==> src/rtl/fetch_pkg.sv <==
// Shared fetch-unit types: group geometry, boot PC, FSM states
// and the stage1 group bundle carried through fetch_s1_reg.
package fetch_pkg;

  localparam int FETCH_W   = 4;
  localparam int GRP_BYTES = 16;

  localparam logic [31:0] RESET_PC_DEF = 32'h1c00_0000;

  typedef enum logic [1:0] {
    BOOT,
    RUN,
    MISS
  } fsm_e;

  typedef struct packed {
    logic [31:0]        pc;
    logic [FETCH_W-1:0] vld;
    logic               taken;
    logic [31:0]        target;
  } s1_grp_t;

  // Start of the next 16 B group; wraps to 0 at the top.
  function automatic logic [31:0] seq_pc(
    input logic [31:0] pc
  );
    return {pc[31:4] + 28'd1, 4'b0000};
  endfunction

endpackage

==> src/rtl/fetch_s1_reg.sv <==
// Stage1 pipeline register: group pc/mask/prediction, valid bit
// and a one-cycle flush pulse when a live group is discarded.
module fetch_s1_reg
  import fetch_pkg::*;
(
  input  logic    clk,
  input  logic    rst_n,
  input  logic    fire_i,
  input  logic    adv_i,
  input  logic    flush_i,
  input  s1_grp_t grp_i,
  output s1_grp_t grp_o,
  output logic    valid_o,
  output logic    flush_o
);

  s1_grp_t grp_q;
  logic    valid_q, valid_d;
  logic    flush_q;

  always_comb begin
    valid_d = valid_q;
    if (flush_i)     valid_d = 1'b0;
    else if (fire_i) valid_d = 1'b1;
    else if (adv_i)  valid_d = 1'b0;
  end

  always_ff @(posedge clk or negedge rst_n) begin
    if (!rst_n) begin
      grp_q   <= '0;
      valid_q <= 1'b0;
      flush_q <= 1'b0;
    end else begin
      valid_q <= valid_d;
      flush_q <= flush_i & valid_q;
      if (fire_i) grp_q <= grp_i;
    end
  end

  assign grp_o   = grp_q;
  assign valid_o = valid_q;
  assign flush_o = flush_q;

endmodule

==> src/rtl/fetch_pc_gen.sv <==
// Fetch PC generator: boot/run/miss FSM, next-PC mux
// (redirect > BTB > sequential) and stage1 handshake to fetch queue.
module fetch_pc_gen
  import fetch_pkg::*;
#(
  parameter logic [31:0] RESET_PC = RESET_PC_DEF,
  parameter int unsigned BOOT_CYC = 2
) (
  input  logic        clk,
  input  logic        rst_n,
  output logic [31:0] pc_s0,
  input  logic        btb_hit,
  input  logic [31:0] btb_target,
  input  logic [3:0]  inst_vld_s0,
  input  logic        redirect_en,
  input  logic [31:0] redirect_pc,
  output logic        ic_req,
  input  logic        ic_req_rdy,
  input  logic        ic_rsp_vld,
  input  logic        fq_ready,
  output logic        fq_push,
  output logic [31:0] fq_pc,
  output logic [3:0]  fq_vld,
  output logic        fq_pred_taken,
  output logic [31:0] fq_pred_target,
  output logic        stage1_hold,
  output logic        flush_s1
);

  localparam logic [3:0] BOOT_LAST = 4'(BOOT_CYC - 1);

  fsm_e        state_q, state_d;
  logic [3:0]  boot_cnt_q, boot_cnt_d;
  logic [31:0] pc_q, pc_d;
  logic [31:0] pred_pc;
  logic        s1_valid;
  logic        s1_adv;
  logic        fire;
  s1_grp_t     grp_s0, grp_s1;

  assign s1_adv      = !s1_valid | (ic_rsp_vld & fq_ready);
  assign stage1_hold = !s1_adv;
  assign ic_req      = (state_q == RUN) & s1_adv & !redirect_en;
  assign fire        = ic_req & ic_req_rdy;
  assign fq_push     = s1_valid & ic_rsp_vld & fq_ready
                     & !redirect_en;

  assign pred_pc = btb_hit ? btb_target : seq_pc(pc_q);
  assign pc_s0   = pc_q;

  assign grp_s0 = '{
    pc:     pc_q,
    vld:    inst_vld_s0,
    taken:  btb_hit,
    target: pred_pc
  };

  // ic_req is gated by redirect_en, so the two arms never overlap.
  always_comb begin
    pc_d = pc_q;
    unique case (1'b1)
      redirect_en: pc_d = {redirect_pc[31:2], 2'b00};
      fire:        pc_d = pred_pc;
      default:     pc_d = pc_q;
    endcase
  end

  always_comb begin
    state_d    = state_q;
    boot_cnt_d = boot_cnt_q;
    case (state_q)
      BOOT: begin
        boot_cnt_d = boot_cnt_q + 4'd1;
        if (boot_cnt_q == BOOT_LAST) state_d = RUN;
      end
      RUN:     if (s1_valid & !ic_rsp_vld) state_d = MISS;
      MISS:    if (ic_rsp_vld) state_d = RUN;
      default: state_d = BOOT;
    endcase
    if (redirect_en) state_d = RUN;
  end

  always_ff @(posedge clk or negedge rst_n) begin
    if (!rst_n) begin
      state_q    <= BOOT;
      boot_cnt_q <= '0;
      pc_q       <= RESET_PC;
    end else begin
      state_q    <= state_d;
      boot_cnt_q <= boot_cnt_d;
      pc_q       <= pc_d;
    end
  end

  fetch_s1_reg u_s1 (
    .clk     (clk),
    .rst_n   (rst_n),
    .fire_i  (fire),
    .adv_i   (s1_adv),
    .flush_i (redirect_en),
    .grp_i   (grp_s0),
    .grp_o   (grp_s1),
    .valid_o (s1_valid),
    .flush_o (flush_s1)
  );

  assign fq_pc          = grp_s1.pc;
  assign fq_vld         = grp_s1.vld;
  assign fq_pred_taken  = grp_s1.taken;
  assign fq_pred_target = grp_s1.target;

endmodule

==> config.mk <==
export PLATFORM = sky130hd
export DESIGN_NAME = fetch_pc_gen
export DESIGN_NICKNAME = d
export VERILOG_FILES = /design/src/rtl/fetch_pkg.sv /design/src/rtl/fetch_s1_reg.sv /design/src/rtl/fetch_pc_gen.sv
export SDC_FILE = /design/constraint.sdc
export NUM_CORES = 1
export LEC_CHECK = 0
export BUFFER_PORTS_ARGS = -buffer_cell sky130_fd_sc_hd__buf_2
export CORE_MARGIN = 2
export CORE_UTILIZATION = 35
export DETAILED_ROUTE_END_ITERATION = 10
export PLACE_DENSITY = 0.56
export SYNTH_ARGS = -nofsm -noshare
export SYNTH_HDL_FRONTEND = slang
export SYNTH_SLANG_ARGS = --single-unit
==> constraint.sdc <==
create_clock -name clk -period 2.96 [get_ports clk]
set_clock_uncertainty 0.15 [all_clocks]
set_input_delay 0.148 -clock clk [delete_from_list [all_inputs] [get_ports clk]]
set_output_delay 0.148 -clock clk [all_outputs]
set_load 0.02 [all_outputs]
-- Word-level counts from Yosys, hierarchy flattened
Cells that the tools add are included.
- input bits: 75
- output and inout bits: 105
- register bits: 109
- logic and storage cells: 45
- bitwise logic cells: 10
- reduce and logical (&&, ||, !) cells: 8
- equality and inequality tests: 6
- add/sub/neg operators: 2
- muxes and demuxes: 10
- operator list (kind ; number):
    32-bit case mux with 2 select lines ; 1
    32-bit two-way mux ; 1
    28-bit by 1-bit adder with 28-bit output (second input constant) ; 1
    1-bit AND ; 9
    2-bit two-way mux ; 4
    3-bit != test (second input constant) ; 2
    2-bit case mux with 3 select lines ; 1
    4-bit by 1-bit adder with 4-bit output (second input constant) ; 1
    4-bit by 1-bit == test with 1-bit output (second input constant) ; 1
    1-bit logical NOT ; 4
    1-bit two-way mux ; 3
    3-bit by 2-bit != test with 1-bit output (second input constant) ; 1
    3-bit AND reduction ; 1
    3-bit nonzero test ; 1
    2-bit by 1-bit == test with 1-bit output (second input constant) ; 1
    2-bit == test (second input constant) ; 1
    2-bit logical NOT ; 1
    2-bit nonzero test ; 1
    1-bit OR ; 1

-- Logic depth before layout (Yosys ltp)
Gate-level depths: netlist (run 1).
- depth after elaboration: 7
- depth in mapped cells: 7
- mapped depth without buffers: 6

-- Hierarchy
From an unflattened synthesis (run 1), not the netlist that was laid out.
- cell total of the unflattened synthesis: 487
- area total of the unflattened synthesis: 5744.3 um^2
- by module, submodules not included (module ; cells each ; area each (um^2) ; sequential area each (um^2) ; instances):
    fetch_s1_reg ; 152 ; 2985.4 ; 1776.7 ; 1
    fetch_pc_gen ; 335 ; 2758.9 ; 954.7 ; 1

-- Worst setup path after synthesis (run 1)
OpenSTA, ideal clock, no wires.
- path type: flip-flop to flip-flop
- start point: register pc_q[4] (netlist: pc_s0[4])
- end point: register u_s1.grp_q, in the netlist u_s1.grp_o[28]
- period minus slack after synthesis: 2.432 ns
- cell stages (with the launch flop): 8
- slack: 0.528 ns
- data arrival time: 2.164 ns
- buffers on the path: 1
- data required time: 2.692 ns
- library setup time: 0.118 ns
- cell sequence: dfrtp_1 ha_1 nand4_1 or4_4 buf_6 or4_4 nand3_2 nand2_1
- longest elaborated chain between the ends: 2
- RTL lines (item ; RTL line ; RTL):
    start: declaration ; fetch_pc_gen.sv:34 ; logic [31:0] pc_q, pc_d;
    start signal: assignment ; fetch_pc_gen.sv:91 ; pc_q <= pc_d;
    28-bit by 1-bit adder with 28-bit output ; fetch_pkg.sv:27 ; return {pc[31:4] + 28'd1, 4'b0000};
    32-bit two-way mux ; fetch_pc_gen.sv:48 ; assign pred_pc = btb_hit ? btb_target : seq_pc(pc_q);
    end signal: assignment ; fetch_s1_reg.sv:36 ; if (fire_i) grp_q <= grp_i;
    end: declaration ; fetch_s1_reg.sv:17 ; s1_grp_t grp_q;
No other way between the ends.
A chain may end at the register's enable or synchronous reset.

-- Worst setup path after layout (run 1)
- start point: register state_q[1]
- end point: register pc_q[11] (netlist: pc_s0[11])
- longest elaborated chain between the ends: 5
- elaborated cells on any way between the ends: 6
- classes of those cells: 1 x eq/ne; 1 x mux; 3 x bitwise; 1 x reduce/logical
- RTL lines (item ; RTL line ; RTL):
    start: declaration ; fetch_pc_gen.sv:32 ; fsm_e state_q, state_d;
    start signal: assignment ; fetch_pc_gen.sv:89 ; state_q <= state_d;
    2-bit by 1-bit == test with 1-bit output * ; fetch_pc_gen.sv:43 ; assign ic_req = (state_q == RUN) & s1_adv & !redirect_en;
    1-bit AND * (2 in series) ; fetch_pc_gen.sv:43 ;
    1-bit AND * ; fetch_pc_gen.sv:44 ; assign fire = ic_req & ic_req_rdy;
    32-bit case mux with 2 select lines or 2-bit nonzero test (tied branches) ; -- ;
Every way passes the cells marked *; elsewhere a longest branch is shown, timed or not.

==> report_table.html, run 1 <==
<table>
<tr><th>Metric</th><th>Value</th></tr>
<tr><th colspan="2">Run status</th></tr>
<tr><td>Run status</td><td>finished, final reports clean</td></tr>
<tr><th colspan="2">Clocking</th></tr>
<tr><td>Clock-pin slew on the worst setup and hold paths</td><td>~70 ps</td></tr>
<tr><td>Number of levels the H-tree was split into</td><td>3</td></tr>
<tr><td>Setup Buffers After CTS</td><td>0</td></tr>
<tr><td>Longest Clk Path Bufs</td><td>2</td></tr>
<tr><td>Clock network latency to the later pin of the worst-skew pair</td><td>360 ps</td></tr>
<tr><td>Clock Sinks</td><td>between 100 and 150</td></tr>
<tr><td>Buffer type at the clock tree root</td><td>clkbuf_16</td></tr>
<tr><td>Number of buffers inserted during clock tree synthesis</td><td>9</td></tr>
<tr><td>TritonCTS clock tree</td><td>done</td></tr>
<tr><th colspan="2">Flow run</th></tr>
<tr><td>Reported max-cap violation count</td><td>0</td></tr>
<tr><th colspan="2">GRT</th></tr>
<tr><td>Maximum number of pins on one net before global-route repair</td><td>55</td></tr>
<tr><td>Residual overflow from global routing</td><td>0</td></tr>
<tr><td>Number of antenna violations at the first check in global routing</td><td>0</td></tr>
<tr><td>Vias in the first global route</td><td>a little over 5000</td></tr>
<tr><td>Global router's overall resource usage</td><td>20.1%</td></tr>
<tr><td>First-pass GRT wire length</td><td>around 26000 µm</td></tr>
<tr><th colspan="2">Setup path</th></tr>
<tr><td>Critical register-to-register path startpoint</td><td>state_q[1]$_DFFE_PN0P_</td></tr>
<tr><td>Capturing element type of the critical path</td><td>register</td></tr>
<tr><td>Cells along the critical path</td><td>nor3b_1 -&gt; and3_4 -&gt; buf_4 -&gt; o31ai_1 -&gt; a21oi_1 -&gt; dlygate4sd3_1</td></tr>
<tr><td>Max incr delay on CP</td><td>around 550 ps</td></tr>
<tr><td>Data required time at the worst endpoint</td><td>around 3100 ps</td></tr>
<tr><td>Largest fanout on the critical path</td><td>27</td></tr>
<tr><td>FF-to-FF setup slack</td><td>~250 ps</td></tr>
<tr><td>Worst Reg-to-Reg Cells</td><td>6</td></tr>
<tr><td>Cell type of the slowest stage on the worst timing path</td><td>dlygate4sd3_1</td></tr>
<tr><td>Worst Path Class, Setup</td><td>reg2reg</td></tr>
<tr><td>Critical register-to-register path endpoint</td><td>pc_s0[11]$_DFFE_PN0P_</td></tr>
<tr><td>Critical Path Start Type</td><td>register</td></tr>
<tr><td>Arrival time worst endpoint</td><td>roughly 2900 ps</td></tr>
<tr><th colspan="2">Power and ir drop</th></tr>
<tr><td>Total internal power</td><td>roughly 3.3 mW</td></tr>
<tr><td>Portion of total power attributed to sequential cells</td><td>a little over two fifths</td></tr>
<tr><td>Proportion of total power due to net switching</td><td>between 30% and 40%</td></tr>
<tr><td>Relative contribution of combinational cells to total power</td><td>34.0%</td></tr>
<tr><td>Leakage power summed over all cells</td><td>3.64 nW</td></tr>
<tr><td>Net switching component of the power</td><td>2.03 mW</td></tr>
<tr><td>Part of the power in the clock network</td><td>23.5%</td></tr>
<tr><td>Worst IR Drop VDD</td><td>0.372 mV</td></tr>
<tr><td>Power after layout</td><td>~5.3 mW</td></tr>
<tr><td>Power per unit of standard cell area</td><td>roughly 740 nW/µm²</td></tr>
<tr><th colspan="2">Floorplan</th></tr>
<tr><td>Die Area</td><td>about 16000 µm²</td></tr>
<tr><td>Top-level port count</td><td>180</td></tr>
<tr><td>Core footprint</td><td>between 10000 and 15000 µm²</td></tr>
<tr><td>Starting density of the core</td><td>between 30% and 40%</td></tr>
<tr><td>Number of rows created at floorplan</td><td>44</td></tr>
<tr><td>Die outline width</td><td>roughly 130 µm</td></tr>
<tr><td>Die Y</td><td>127 µm</td></tr>
<tr><th colspan="2">Synthesis</th></tr>
<tr><td>Average instance area after synthesis</td><td>between 9 and 10 µm²</td></tr>
<tr><td>Number of enable-type register cells in the synthesized netlist</td><td>0</td></tr>
<tr><td>Synth top area cells</td><td>dfrtp_1 (50%), nand2_1 (13%), o21ai_0 (3.5%)</td></tr>
<tr><td>Main combinational cell family by area after synthesis</td><td>simple AND/OR/NAND/NOR gates</td></tr>
<tr><td>Cell accounting for the most synthesized area</td><td>dfrtp_1</td></tr>
<tr><td>Primary FF master, synth</td><td>dfrtp_1</td></tr>
<tr><td>Share of synthesized registers carrying an async set or reset</td><td>100%</td></tr>
<tr><td>Count of mapped cells out of synthesis</td><td>~580</td></tr>
<tr><td>Synth Area in Compound Gates</td><td>between 10% and 20%</td></tr>
<tr><td>Cell area after synthesis</td><td>5260 µm²</td></tr>
<tr><td>Synth Area in Simple Gates</td><td>a little under a quarter</td></tr>
<tr><td>XOR/XNOR share of the synthesized area</td><td>~3.2%</td></tr>
<tr><td>Adder-cell share of the synthesized area</td><td>less than 1%</td></tr>
<tr><td>Flip-flop and latch count after synthesis</td><td>about 110</td></tr>
<tr><td>Mux contribution to synthesized area</td><td>around 3.6%</td></tr>
<tr><td>Post-synthesis cell type count</td><td>between 50 and 60</td></tr>
<tr><td>Number of warnings reported in the yosys synthesis log</td><td>0</td></tr>
<tr><td>Area share of the leading cell type in the synthesized netlist</td><td>between 50% and 60%</td></tr>
<tr><td>Part of the Yosys area used for sequential elements</td><td>51.9%</td></tr>
<tr><td>Net count of the mapped netlist</td><td>roughly 650</td></tr>
<tr><th colspan="2">Cells and area</th></tr>
<tr><td>Filler cells</td><td>between 1000 and 1500</td></tr>
<tr><td>Syn-to-layout area delta</td><td>36.3%</td></tr>
<tr><td>Share of cells above drive strength 1</td><td>between 20% and 30%</td></tr>
<tr><td>Fin cells</td><td>979</td></tr>
<tr><td>Final instance area</td><td>approximately 7200 µm²</td></tr>
<tr><td>Nets@finish</td><td>around 870</td></tr>
<tr><td>Diodes inserted</td><td>0</td></tr>
<tr><th colspan="2">Placed design</th></tr>
<tr><td>Placed instance area</td><td>6370 µm²</td></tr>
<tr><td>DP HPWL</td><td>between 10000 and 15000 µm</td></tr>
<tr><td>Setup slack after placement</td><td>between 400 and 500 ps</td></tr>
<tr><td>Buffers on Ports</td><td>between 150 and 200</td></tr>
<tr><td>Placed cells</td><td>~900</td></tr>
<tr><td>RD Place Congestion</td><td>0.780</td></tr>
<tr><th colspan="2">Timing</th></tr>
<tr><td>Clock period minus worst slack</td><td>between 2000 and 3000 ps</td></tr>
<tr><td>Hold violation count in the final report</td><td>0</td></tr>
<tr><td>Final setup slack of the worst path</td><td>between 200 and 250 ps</td></tr>
<tr><td>Final setup viols</td><td>0</td></tr>
<tr><td>Worst slew pin tran</td><td>653 ps</td></tr>
<tr><td>Sum of negative setup slack</td><td>0 ps</td></tr>
<tr><td>FMAX</td><td>0.369 GHz</td></tr>
<tr><td>Tcrit/Tclk final</td><td>91.6%</td></tr>
<tr><td>Normalized max-slew margin</td><td>56.5%</td></tr>
<tr><td>Max Slew Vio Count</td><td>0</td></tr>
<tr><td>Unrepaired setup endpoints after global routing</td><td>false</td></tr>
<tr><th colspan="2">Hold path</th></tr>
<tr><td>Class of the tightest hold or removal check</td><td>in2reg</td></tr>
<tr><td>Capture endpoint of the worst hold path</td><td>u_s1.grp_o[25]$_DFFE_PN0P_</td></tr>
<tr><td>Cell count of the worst hold path</td><td>4</td></tr>
<tr><td>Startpoint of the lowest-slack hold path</td><td>btb_target[25]</td></tr>
<tr><th colspan="2">Drt</th></tr>
<tr><td>Number of antenna-violating nets in the routed design</td><td>0</td></tr>
<tr><td>Total Wirelength</td><td>approximately 16000 µm</td></tr>
<tr><td>Detailed-route via count</td><td>a little under 5000</td></tr>
<tr><td>Average detailed-routed wire length per instance</td><td>about 16 µm</td></tr>
<tr><td>Vias per cell</td><td>between 5 and 6</td></tr>
<tr><td>Router iterations before antenna repair</td><td>4</td></tr>
<tr><td>First DRT Iteration DRCs</td><td>approximately 230</td></tr>
<tr><td>DRC errors left</td><td>0</td></tr>
</table>
-- power by group through the flow --
stage                     Clock, mW  Combinational (mW)  Sequential, mW
after floorplan                   0               0.627            2.67
after global placement            0                1.74            2.25
after detailed placement          0                1.76            2.27
after CTS                      1.28                1.83            2.25
after global routing           1.34                1.97            2.32
final                          1.25                1.81            2.25
-- what timing repair did --
action | in CTS | in global routing
hold buffers | 49 | 0
endpoints found under the hold margin | 129 | 0
gates resized for setup | 0 | 1
endpoints found under the setup margin | 0 | 1
-- worst max-delay path: cells and delay by family (launching register included) --
kind	cells	cell delay [ps]
and+or+nand+nor	2	960
buffers and inverters	2	890
DFF	1	410
AOI/OAI and AO/OA	2	230
-- final cells by class --
class / instances / area, µm² / share of cell area, %
sequential: 109 / 2730 / 38.1
multi-input combinational: 417 / 2340 / 32.6
timing repair buffer: 242 / 1520 / 21.2
clock buffer: 13 / 260 / 3.63
tap: 184 / 230 / 3.21
clock inverter: 3 / 45.0 / 0.628
inverter: 11 / 41.3 / 0.576
-- registers in the layout, summed over array words and instances, names as in the netlist --
signal and count:
u_s1.grp_o 69, pc_s0 32, boot_cnt_q 4, state_q 2
u_s1.flush_o 1, u_s1.valid_o 1
-- how the worst max path moves through the flow --
stage | slack, ps | to | start | cells past startpoint
after global routing | 30 | pc_s0[4]$_DFFE_PN0P_ | state_q[1]$_DFFE_PN0P_ | 5
after CTS | 160 | pc_s0[11]$_DFFE_PN0P_ | state_q[1]$_DFFE_PN0P_ | 6
after detailed placement | 440 | pc_s0[30]$_DFFE_PN0P_ | pc_s0[8]$_DFFE_PN0P_ | 5
final | 250 | pc_s0[11]$_DFFE_PN0P_ | state_q[1]$_DFFE_PN0P_ | 6
after floorplan | 530 | u_s1.grp_o[28]$_DFFE_PN0P_ | pc_s0[4]$_DFFE_PN0P_ | 7
after global placement | 470 | pc_s0[30]$_DFFE_PN0P_ | pc_s0[8]$_DFFE_PN0P_ | 5
-- per-stage QoR --
step / hold slack, ps / utilization, %
floorplan: -298 / -
global placement: -54.8 / 43.7
detailed placement: -49.2 / 43.7
CTS: 4.46 / 49.1
global route: 24.1 / 49.2
finish: 6.02 / 49.2
-- synth_stat cells, types with 4 or more instances --
| cell | instances |
|---|---|
| nand2_1 | 178 |
| dfrtp_1 | 106 |
| o21ai_0 | 37 |
| clkbuf_1 | 29 |
| mux2i_1 | 18 |
| nor2_1 | 18 |
| a21oi_1 | 17 |
| nand3_1 | 15 |
| nand2b_1 | 12 |
| inv_1 | 11 |
| xnor2_1 | 10 |
| nor3_1 | 9 |
| xor2_1 | 9 |
| nor4_1 | 8 |
| nand4_1 | 7 |
| o211ai_1 | 7 |
| buf_1 | 6 |
| nor2b_1 | 5 |
| a22o_1 | 4 |
| o311ai_1 | 4 |
-- kinds of logic after synthesis --
logic type,count (synthesis)
adder cells (fa/ha/maj),3
AND/OR/NAND/NOR,274
flip-flops,109
AO/OA/AOI/OAI,102
multiplexers,19
XOR/XNOR,19
buffers and inverters,50
-- cells in the final DEF, fill, tap and decap left out, types with 3 or more instances in the layout --
cell type / instances
o21a_1: 3
a21oi_1: 17
xnor2_1: 10
a21o_1: 3
o211ai_1: 7
and2_1: 3
or4_4: 3
inv_1: 11
o31a_1: 3
dfstp_2: 3
buf_4: 15
nor2b_1: 5
o31ai_1: 3
clkbuf_16: 9
a221o_1: 3
nor3_1: 9
nand2_1: 178
nand4_1: 7
a211oi_1: 3
nand2b_1: 12
xor2_1: 9
o21ai_0: 37
nand3_1: 14
mux2i_1: 18
dfrtp_1: 106
nor4_1: 8
nor2_1: 18
a22o_1: 4
ha_1: 3
buf_2: 176
dlygate4sd3_1: 49
o311ai_1: 4
-- routing by layer --
| metal | global-route usage, % | share of wire [%] |
|---|---|---|
| met1 | 26.6 | 44 |
| met2 | 33.1 | 48 |
| met3 | 4.09 | 6.6 |
| met4 | 6.53 | 1.8 |
| met5 | 0 | 0 |
Note: power is estimated with default switching activity, not from simulation.
==> inputs of run 2 (changes only) <==
Settings changed: ABC_AREA set to 1, GPL_ROUTABILITY_DRIVEN set to 0.
==> run 2 against run 1 <==
Sequential share of layout area fell by 0.086 points. Sequential cell count did not move. Synthesized cell count rose by 19%. Critical path depth rose by 6. Clock power barely moved. Largest cell class unchanged. Highest routed layer unchanged.
==> report_table.html, run 2 <==
<table>
<tr><th>Metric</th><th>Value</th></tr>
<tr><th colspan="2">Timing</th></tr>
<tr><td>Normalized max-slew margin</td><td>49.5% (was 56.5%)</td></tr>
<tr><td>Final setup viols</td><td>0 (unchanged)</td></tr>
<tr><td>Worst slew pin tran</td><td>757 ps (was 653 ps)</td></tr>
<tr><td>Final setup slack of the worst path</td><td>741 ps (was 248 ps)</td></tr>
<tr><td>Hold violation count in the final report</td><td>0 (unchanged)</td></tr>
<tr><td>Unrepaired setup endpoints after global routing</td><td>false (unchanged)</td></tr>
<tr><td>FMAX</td><td>0.451 GHz (was 0.369 GHz)</td></tr>
<tr><td>Clock period minus worst slack</td><td>2220 ps (was 2710 ps)</td></tr>
<tr><td>Max Slew Vio Count</td><td>0 (unchanged)</td></tr>
<tr><td>Sum of negative setup slack</td><td>0 ps (unchanged)</td></tr>
<tr><td>Tcrit/Tclk final</td><td>75.0% (was 91.6%)</td></tr>
<tr><th colspan="2">Synthesis</th></tr>
<tr><td>Number of enable-type register cells in the synthesized netlist</td><td>0 (unchanged)</td></tr>
<tr><td>Post-synth top cells</td><td>nand2_1 (224), dfrtp_1 (106), nor2_1 (84) (was nand2_1 (178), dfrtp_1 (106), o21ai_0 (37))</td></tr>
<tr><td>Share of synthesized registers carrying an async set or reset</td><td>100% (unchanged)</td></tr>
<tr><td>Post-synthesis cell type count</td><td>31 (was 57)</td></tr>
<tr><td>Count of mapped cells out of synthesis</td><td>684 (was 576)</td></tr>
<tr><td>Number of warnings reported in the yosys synthesis log</td><td>0 (unchanged)</td></tr>
<tr><td>Cell accounting for the most synthesized area</td><td>dfrtp_1 (unchanged)</td></tr>
<tr><td>Part of the Yosys area used for sequential elements</td><td>51.0% (was 51.9%)</td></tr>
<tr><td>Synth top area cells</td><td>dfrtp_1 (50%), nand2_1 (16%), o21ai_0 (6.8%) (was dfrtp_1 (50%), nand2_1 (13%), o21ai_0 (3.5%))</td></tr>
<tr><td>Primary FF master, synth</td><td>dfrtp_1 (unchanged)</td></tr>
<tr><td>Leading cell type by number of instances after synthesis</td><td>nand2_1 (unchanged)</td></tr>
<tr><td>Area share of the leading cell type in the synthesized netlist</td><td>49.5% (was 50.4%)</td></tr>
<tr><td>Cell area after synthesis</td><td>5350 µm² (was 5260 µm²)</td></tr>
<tr><td>Average instance area after synthesis</td><td>7.83 µm² (was 9.14 µm²)</td></tr>
<tr><td>Net count of the mapped netlist</td><td>762 (was 654)</td></tr>
<tr><td>Flip-flop and latch count after synthesis</td><td>109 (unchanged)</td></tr>
<tr><th colspan="2">Cells and area</th></tr>
<tr><td>Most common library cell in the layout ignoring fill and taps</td><td>nand2_1 (unchanged)</td></tr>
<tr><td>Filler cells</td><td>1543 (was 1411)</td></tr>
<tr><td>Most frequent cells in the layout</td><td>nand2_1 (224), buf_2 (176), dfrtp_1 (106) (was nand2_1 (178), buf_2 (176), dfrtp_1 (106))</td></tr>
<tr><td>Utilization after layout</td><td>47.6% (was 49.2%)</td></tr>
<tr><td>Flip-flop count of the largest register after layout</td><td>69 (unchanged)</td></tr>
<tr><td>Area taken by multi-input logic gates</td><td>2230 µm² (was 2340 µm²)</td></tr>
<tr><td>Syn-to-layout area delta</td><td>34.3% (was 36.3%)</td></tr>
<tr><td>Share of cells above drive strength 1</td><td>23.8% (was 28.4%)</td></tr>
<tr><td>Flip-flop and latch area</td><td>2730 µm² (unchanged)</td></tr>
<tr><td>Nets@finish</td><td>979 (was 868)</td></tr>
<tr><th colspan="2">Power and ir drop</th></tr>
<tr><td>Worst IR Drop VDD</td><td>0.415 mV (was 0.372 mV)</td></tr>
<tr><td>Leakage power summed over all cells</td><td>3.84 nW (was 3.64 nW)</td></tr>
<tr><td>Power per unit of standard cell area</td><td>916 nW/µm² (was 740 nW/µm²)</td></tr>
<tr><td>Power after layout</td><td>6.58 mW (was 5.31 mW)</td></tr>
<tr><th colspan="2">Hold path</th></tr>
<tr><td>Class of the tightest hold or removal check</td><td>in2reg (unchanged)</td></tr>
<tr><th colspan="2">Floorplan</th></tr>
<tr><td>Number of rows created at floorplan</td><td>45 (was 44)</td></tr>
<tr><td>Top-level port count</td><td>180 (unchanged)</td></tr>
<tr><td>Die Area</td><td>16300 µm² (was 16000 µm²)</td></tr>
<tr><td>Core footprint</td><td>15100 µm² (was 14600 µm²)</td></tr>
<tr><td>Starting density of the core</td><td>35.5% (was 36.1%)</td></tr>
<tr><td>Die outline width</td><td>128 µm (was 127 µm)</td></tr>
<tr><td>Die Y</td><td>128 µm (was 127 µm)</td></tr>
<tr><th colspan="2">Drt</th></tr>
<tr><td>Detailed-route via count</td><td>5219 (was 4969)</td></tr>
<tr><td>Vias per cell</td><td>4.77 (was 5.08)</td></tr>
<tr><td>First DRT Iteration DRCs</td><td>342 (was 231)</td></tr>
<tr><td>Number of antenna-violating nets in the routed design</td><td>0 (unchanged)</td></tr>
<tr><td>DRC errors left</td><td>0 (unchanged)</td></tr>
<tr><td>Average detailed-routed wire length per instance</td><td>15.6 µm (was 16.2 µm)</td></tr>
<tr><td>Router iterations before antenna repair</td><td>5 (was 4)</td></tr>
<tr><td>Total Wirelength</td><td>17000 µm (was 15900 µm)</td></tr>
<tr><th colspan="2">Placed design</th></tr>
<tr><td>DP HPWL</td><td>11900 µm (was 11100 µm)</td></tr>
<tr><td>Setup slack after placement</td><td>916 ps (was 438 ps)</td></tr>
<tr><td>Buffers on Ports</td><td>177 (unchanged)</td></tr>
<tr><th colspan="2">Clocking</th></tr>
<tr><td>Number of levels the H-tree was split into</td><td>3 (unchanged)</td></tr>
<tr><td>Clock Sinks</td><td>109 (unchanged)</td></tr>
<tr><td>Longest Clk Path Bufs</td><td>2 (unchanged)</td></tr>
<tr><td>TritonCTS clock tree</td><td>done (unchanged)</td></tr>
<tr><td>Buffer type at the clock tree root</td><td>clkbuf_16 (unchanged)</td></tr>
<tr><td>Clock network latency to the later pin of the worst-skew pair</td><td>350 ps (was 360 ps)</td></tr>
<tr><td>CTS-repair resized insts</td><td>0 (unchanged)</td></tr>
<tr><td>Number of buffers inserted during clock tree synthesis</td><td>9 (unchanged)</td></tr>
<tr><td>Clock-pin slew on the worst setup and hold paths</td><td>70 ps (about the same)</td></tr>
<tr><th colspan="2">GRT</th></tr>
<tr><td>Met2 track utilization from global routing</td><td>32.7% (was 33.1%)</td></tr>
<tr><td>GRT met1 Usage</td><td>30.8% (was 26.6%)</td></tr>
<tr><td>Maximum number of pins on one net before global-route repair</td><td>146 (was 55)</td></tr>
<tr><td>Most congested layer reported by global routing</td><td>met2 (unchanged)</td></tr>
<tr><td>Residual overflow from global routing</td><td>0 (unchanged)</td></tr>
<tr><td>GR Util met3</td><td>4.22% (was 4.09%)</td></tr>
<tr><td>Vias in the first global route</td><td>5150 (was 5047)</td></tr>
<tr><td>First-pass GRT wire length</td><td>27300 µm (was 25800 µm)</td></tr>
<tr><td>Global router's overall resource usage</td><td>21.7% (was 20.1%)</td></tr>
<tr><td>Number of antenna violations at the first check in global routing</td><td>1 (was 0)</td></tr>
<tr><th colspan="2">Setup path</th></tr>
<tr><td>Capturing element type of the critical path</td><td>register (unchanged)</td></tr>
<tr><td>Largest fanout on the critical path</td><td>145 (was 27)</td></tr>
<tr><td>Cell type of the slowest stage on the worst timing path</td><td>dlygate4sd3_1 (unchanged)</td></tr>
<tr><td>Arrival time worst endpoint</td><td>2360 ps (was 2860 ps)</td></tr>
<tr><td>Max incr delay on CP</td><td>530 ps (was 550 ps)</td></tr>
<tr><td>Cells along the critical path</td><td>dlygate4sd3_1 -&gt; buf_2 -&gt; inv_2 -&gt; nand2_2 -&gt; nor2_4 -&gt; nand3_4 -&gt; buf_12 -&gt; nor2_8 -&gt; nand2_1 -&gt; nand3_1 -&gt; o21ai_0 -&gt; inv_1 (was nor3b_1 -&gt; and3_4 -&gt; buf_4 -&gt; o31ai_1 -&gt; a21oi_1 -&gt; dlygate4sd3_1)</td></tr>
<tr><td>Worst Path Class, Setup</td><td>in2reg (was reg2reg)</td></tr>
<tr><td>Critical Path Start Type</td><td>primary input (was register)</td></tr>
<tr><td>Data required time at the worst endpoint</td><td>3100 ps (was 3110 ps)</td></tr>
<tr><th colspan="2">Run status</th></tr>
<tr><td>Run status</td><td>finished, final reports clean (unchanged)</td></tr>
<tr><th colspan="2">Flow run</th></tr>
<tr><td>Reported max-cap violation count</td><td>0 (unchanged)</td></tr>
</table>
==> run 2: cell count changes in the layout (fill, tap and decap cells not counted), sizes merged, moves of 11 or more <==
cell,previous run,this run
a22oi,0,12
buf,193,182
inv,11,60
mux2i,18,0
nand2,178,226
nand2b,12,0
nand3,16,43
nor2,18,90
o21ai,37,76
==> run 2: worst paths after layout <==
check / startpoint / end / slack (ps) / cells after the start
hold reg to reg: u_s1.grp_o[9]$_DFFE_PN0P_ / u_s1.grp_o[9]$_DFFE_PN0P_ / 320 / 2
min in group asynchronous: rst_n / u_s1.grp_o[33]$_DFFE_PN0P_ / 250 / 2
max in group asynchronous: rst_n / pc_s0[27]$_DFFE_PN1P_ / 1590 / 3
setup / recovery: redirect_en / pc_s0[15]$_DFFE_PN0P_ / 740 / 12
hold / removal: btb_target[26] / u_s1.grp_o[26]$_DFFE_PN0P_ / 10 / 5
setup reg to reg: u_s1.valid_o$_DFFE_PN0P_ / pc_s0[7]$_DFFE_PN0P_ / 850 / 6
==> run 2: cell families after synthesis <==
logic type | count (synthesis) | share of synthesized area [%]
xor gates and xnor gates | 11 | 1.80
AOI/OAI and AO/OA | 110 | 10.9
adders and majority gates | 3 | 0.701
DFF | 109 | 51.0
and+or+nand+nor | 365 | 28.3
buffers and inverters | 86 | 7.29
==> run 2: area by class of cell <==
cell class	count	area share, %
inverter	60	3.13
multi-input combinational	489	31.0
tap	188	3.27
sequential	109	38.0
antenna	1	0.0348
clock buffer	12	3.71
timing repair buffer	232	20.2
clock inverter	4	0.627
==> run 2: repair_timing <==
item,CTS,global route
hold endpoints to repair,109,0
hold buffers,50,0
buffers inserted,0,0
==> run 2: power by group <==
| part | switching (mW) | internal [mW] |
|---|---|---|
| Combinational | 1.83 | 0.921 |
| Clock | 0.545 | 0.722 |
| Sequential | 0.465 | 2.10 |
==> run 2: stage by stage <==
step	cells	cell area (µm²)	hold WS (ps)
after floorplan	684	5350	-298
after global placement	1028	6370	121
after detailed placement	1028	6370	128
after CTS	1094	7190	4.32
after global routing	1094	7190	21.4
final	1095	7190	11.3
==> run 2: layer usage <==
| metal | vias to the layer above | share of wire (%) | wire length (µm) |
|---|---|---|---|
| met4 | 0 | 2.6 | 441 |
| met5 | - | 0 | 0 |
| met1 | 2395 | 47 | 7930 |
| met3 | 30 | 5.8 | 990 |
| met2 | 172 | 45 | 7680 |
| li1 | 2622 | - | - |
==> run 2: worst max-delay path, delay by kind of cell <==
family / cells / cell delay [ps]
buffers and inverters: 5 / 1040
AND/OR/NAND/NOR: 6 / 900
AO/OA/AOI/OAI: 1 / 80
==> inputs of run 3 (changes only) <==
Clock period 2.96 ns to 2.1 ns, I/O delays scaled along.
==> run 3 against run 2 <==
Power is 42% higher. Global-route usage is 0.087 points higher. First-iteration DRC count is 14% lower. Via count is 1.2% higher. Cell area is 3.7% higher. Clock power is 38% higher. Sequential power is 40% higher. Critical path depth is 5 lower. Sequential share of layout area is 1.4 points lower. Critical endpoint is now pc_s0[12]$_DFFE_PN0P_.
==> report_table.html, run 3 (same netlist as run 2, synthesis figures left out) <==
<table>
<tr><th>Metric</th><th>Value</th></tr>
<tr><th colspan="2">Run status</th></tr>
<tr><td>Run status</td><td>finished, final reports clean (unchanged)</td></tr>
<tr><th colspan="2">Hold path</th></tr>
<tr><td>Class of the tightest hold or removal check</td><td>in2reg (unchanged)</td></tr>
<tr><th colspan="2">GRT</th></tr>
<tr><td>Residual overflow from global routing</td><td>0 (unchanged)</td></tr>
<tr><td>Number of antenna violations at the first check in global routing</td><td>2 (was 1)</td></tr>
<tr><td>First-pass GRT wire length</td><td>27300 µm (about the same)</td></tr>
<tr><td>Maximum number of pins on one net before global-route repair</td><td>93 (was 146)</td></tr>
<tr><td>Global router's overall resource usage</td><td>21.8% (was 21.7%)</td></tr>
<tr><td>Vias in the first global route</td><td>5177 (was 5150)</td></tr>
<tr><th colspan="2">Timing</th></tr>
<tr><td>Final setup viols</td><td>0 (unchanged)</td></tr>
<tr><td>Max Slew Vio Count</td><td>0 (unchanged)</td></tr>
<tr><td>Normalized max-slew margin</td><td>65.1% (was 49.5%)</td></tr>
<tr><td>Worst slew pin tran</td><td>524 ps (was 757 ps)</td></tr>
<tr><td>Clock period minus worst slack</td><td>~2000 ps</td></tr>
<tr><td>Sum of negative setup slack</td><td>0 ps (unchanged)</td></tr>
<tr><td>Hold violation count in the final report</td><td>0 (unchanged)</td></tr>
<tr><td>Tcrit/Tclk final</td><td>92.9%</td></tr>
<tr><td>Final setup slack of the worst path</td><td>150 ps (was 741 ps)</td></tr>
<tr><td>FMAX</td><td>about 0.5 GHz</td></tr>
<tr><td>Unrepaired setup endpoints after global routing</td><td>false (unchanged)</td></tr>
<tr><td>Worst hold margin</td><td>11.4 ps (was 11.3 ps)</td></tr>
<tr><th colspan="2">Drt</th></tr>
<tr><td>Detailed-route via count</td><td>5280 (was 5219)</td></tr>
<tr><td>DRC errors left</td><td>0 (unchanged)</td></tr>
<tr><td>First DRT Iteration DRCs</td><td>293 (was 342)</td></tr>
<tr><td>Number of antenna-violating nets in the routed design</td><td>0 (unchanged)</td></tr>
<tr><td>Vias per cell</td><td>4.69 (was 4.77)</td></tr>
<tr><td>Total Wirelength</td><td>17200 µm (was 17000 µm)</td></tr>
<tr><td>Router iterations before antenna repair</td><td>5 (unchanged)</td></tr>
<tr><td>Average detailed-routed wire length per instance</td><td>15.3 µm (was 15.6 µm)</td></tr>
<tr><th colspan="2">Setup path</th></tr>
<tr><td>Cell type of the slowest stage on the worst timing path</td><td>dfrtp_1 (was dlygate4sd3_1)</td></tr>
<tr><td>Arrival time worst endpoint</td><td>2030 ps (was 2360 ps)</td></tr>
<tr><td>Capturing element type of the critical path</td><td>register (unchanged)</td></tr>
<tr><td>Cells along the critical path</td><td>ha_1 -&gt; inv_1 -&gt; nor2_1 -&gt; nand2_1 -&gt; xor2_1 -&gt; a22oi_1 -&gt; a21oi_1 (was dlygate4sd3_1 -&gt; buf_2 -&gt; inv_2 -&gt; nand2_2 -&gt; nor2_4 -&gt; nand3_4 -&gt; buf_12 -&gt; nor2_8 -&gt; nand2_1 -&gt; nand3_1 -&gt; o21ai_0 -&gt; inv_1)</td></tr>
<tr><td>Critical Path Start Type</td><td>register (was primary input)</td></tr>
<tr><td>Max incr delay on CP</td><td>390 ps (was 530 ps)</td></tr>
<tr><td>Worst Path Class, Setup</td><td>reg2reg (was in2reg)</td></tr>
<tr><td>Data required time at the worst endpoint</td><td>2180 ps (was 3100 ps)</td></tr>
<tr><td>Largest fanout on the critical path</td><td>4 (was 145)</td></tr>
<tr><th colspan="2">Placed design</th></tr>
<tr><td>Placed cells</td><td>1040 (was 1028)</td></tr>
<tr><td>Setup slack after placement</td><td>138 ps (was 916 ps)</td></tr>
<tr><td>Placed instance area</td><td>6480 µm² (was 6370 µm²)</td></tr>
<tr><td>DP HPWL</td><td>12400 µm (was 11900 µm)</td></tr>
<tr><td>Buffers on Ports</td><td>177 (unchanged)</td></tr>
<tr><th colspan="2">Flow run</th></tr>
<tr><td>Reported max-cap violation count</td><td>0 (unchanged)</td></tr>
<tr><th colspan="2">Cells and area</th></tr>
<tr><td>Most common library cell in the layout ignoring fill and taps</td><td>nand2_1 (unchanged)</td></tr>
<tr><td>Syn-to-layout area delta</td><td>39.3% (was 34.3%)</td></tr>
<tr><td>Fin cells</td><td>1125 (was 1095)</td></tr>
<tr><td>Share of cells above drive strength 1</td><td>24.4% (was 23.8%)</td></tr>
<tr><td>Final instance area</td><td>7460 µm² (was 7190 µm²)</td></tr>
<tr><td>Utilization after layout</td><td>49.4% (was 47.6%)</td></tr>
<tr><td>Flip-flop count of the largest register after layout</td><td>69 (unchanged)</td></tr>
<tr><td>Nets@finish</td><td>1008 (was 979)</td></tr>
<tr><td>Most frequent cells in the layout</td><td>nand2_1 (224), buf_2 (176), dfrtp_1 (106) (unchanged)</td></tr>
<tr><th colspan="2">Power and ir drop</th></tr>
<tr><td>Leakage power summed over all cells</td><td>3.95 nW (was 3.84 nW)</td></tr>
<tr><td>Worst IR Drop VDD</td><td>0.557 mV (was 0.415 mV)</td></tr>
<tr><td>Power after layout</td><td>9.35 mW (was 6.58 mW)</td></tr>
<tr><td>Power per unit of standard cell area</td><td>1250 nW/µm² (was 916 nW/µm²)</td></tr>
<tr><th colspan="2">Clocking</th></tr>
<tr><td>Setup Buffers After CTS</td><td>0 (unchanged)</td></tr>
<tr><td>Clock-pin slew on the worst setup and hold paths</td><td>70 ps (about the same)</td></tr>
<tr><td>Number of levels the H-tree was split into</td><td>3 (unchanged)</td></tr>
<tr><td>Number of buffers inserted during clock tree synthesis</td><td>9 (unchanged)</td></tr>
<tr><td>Clock Sinks</td><td>109 (unchanged)</td></tr>
<tr><td>Buffer type at the clock tree root</td><td>clkbuf_16 (unchanged)</td></tr>
<tr><td>Clock network latency to the later pin of the worst-skew pair</td><td>360 ps (was 350 ps)</td></tr>
<tr><td>Longest Clk Path Bufs</td><td>2 (unchanged)</td></tr>
<tr><td>TritonCTS clock tree</td><td>done (unchanged)</td></tr>
<tr><th colspan="2">Floorplan</th></tr>
<tr><td>Top-level port count</td><td>180 (unchanged)</td></tr>
<tr><td>Die outline width</td><td>128 µm (unchanged)</td></tr>
<tr><td>Starting density of the core</td><td>35.5% (unchanged)</td></tr>
<tr><td>Core footprint</td><td>15100 µm² (unchanged)</td></tr>
<tr><td>Number of rows created at floorplan</td><td>45 (unchanged)</td></tr>
<tr><td>Die Area</td><td>16300 µm² (unchanged)</td></tr>
<tr><td>Die Y</td><td>128 µm (unchanged)</td></tr>
</table>
## run 3: worst max-delay path, delay by kind of cell (launching register included)
| family | cells | cell delay [ps] |
|---|---|---|
| flip-flops | 1 | 390 |
| adder cells (fa/ha/maj) | 1 | 220 |
| AND/OR/NAND/NOR | 2 | 450 |
| XOR/XNOR | 1 | 200 |
| buffers and inverters | 1 | 70 |
| AO/OA/AOI/OAI | 2 | 350 |
## run 3: power by group
part           internal [mW]  switching, mW
clock                  0.961          0.791
combinational           1.38           2.63
sequential              2.96          0.628
## run 3: what timing repair did
action | in CTS | in global routing
endpoints found under the hold margin | 115 | 0
gates resized for setup | 0 | 1
hold buffers | 67 | 0
setup endpoints to repair | 0 | 2
## run 3: final cells by class
type | instances | area, µm²
fill | 1535 | 7630
sequential | 109 | 2730
multi-input combinational | 489 | 2230
timing repair buffer | 261 | 1720
clock buffer | 11 | 243
tap | 188 | 235
inverter | 60 | 225
clock inverter | 5 | 58.8
antenna | 2 | 5.00
## run 3: routing by layer
metal  GRT usage [%]  part of all wire [%]  vias to the layer above
li1                -                     -                     2681
met1            31.0                    48                     2418
met2            33.1                    44                      153
met3            3.92                   4.9                       28
met4            8.40                   2.5                        0
met5               0                     0                        -
## run 3: path summary, 6_finish.rpt
kind                                            startpoint                          to  slack, ps  depth (start not counted)
worst min register to register  u_s1.grp_o[27]$_DFFE_PN0P_  u_s1.grp_o[27]$_DFFE_PN0P_        320                          2
worst min-delay path                        btb_target[16]  u_s1.grp_o[16]$_DFFE_PN0P_         10                          5
max in group asynchronous                            rst_n       pc_s0[27]$_DFFE_PN1P_       1020                          3
worst max-delay path                  pc_s0[5]$_DFFE_PN0P_       pc_s0[12]$_DFFE_PN0P_        150                          7
min in group asynchronous                            rst_n  u_s1.grp_o[45]$_DFFE_PN0P_        110                          2
worst max register to register        pc_s0[5]$_DFFE_PN0P_       pc_s0[12]$_DFFE_PN0P_        150                          7
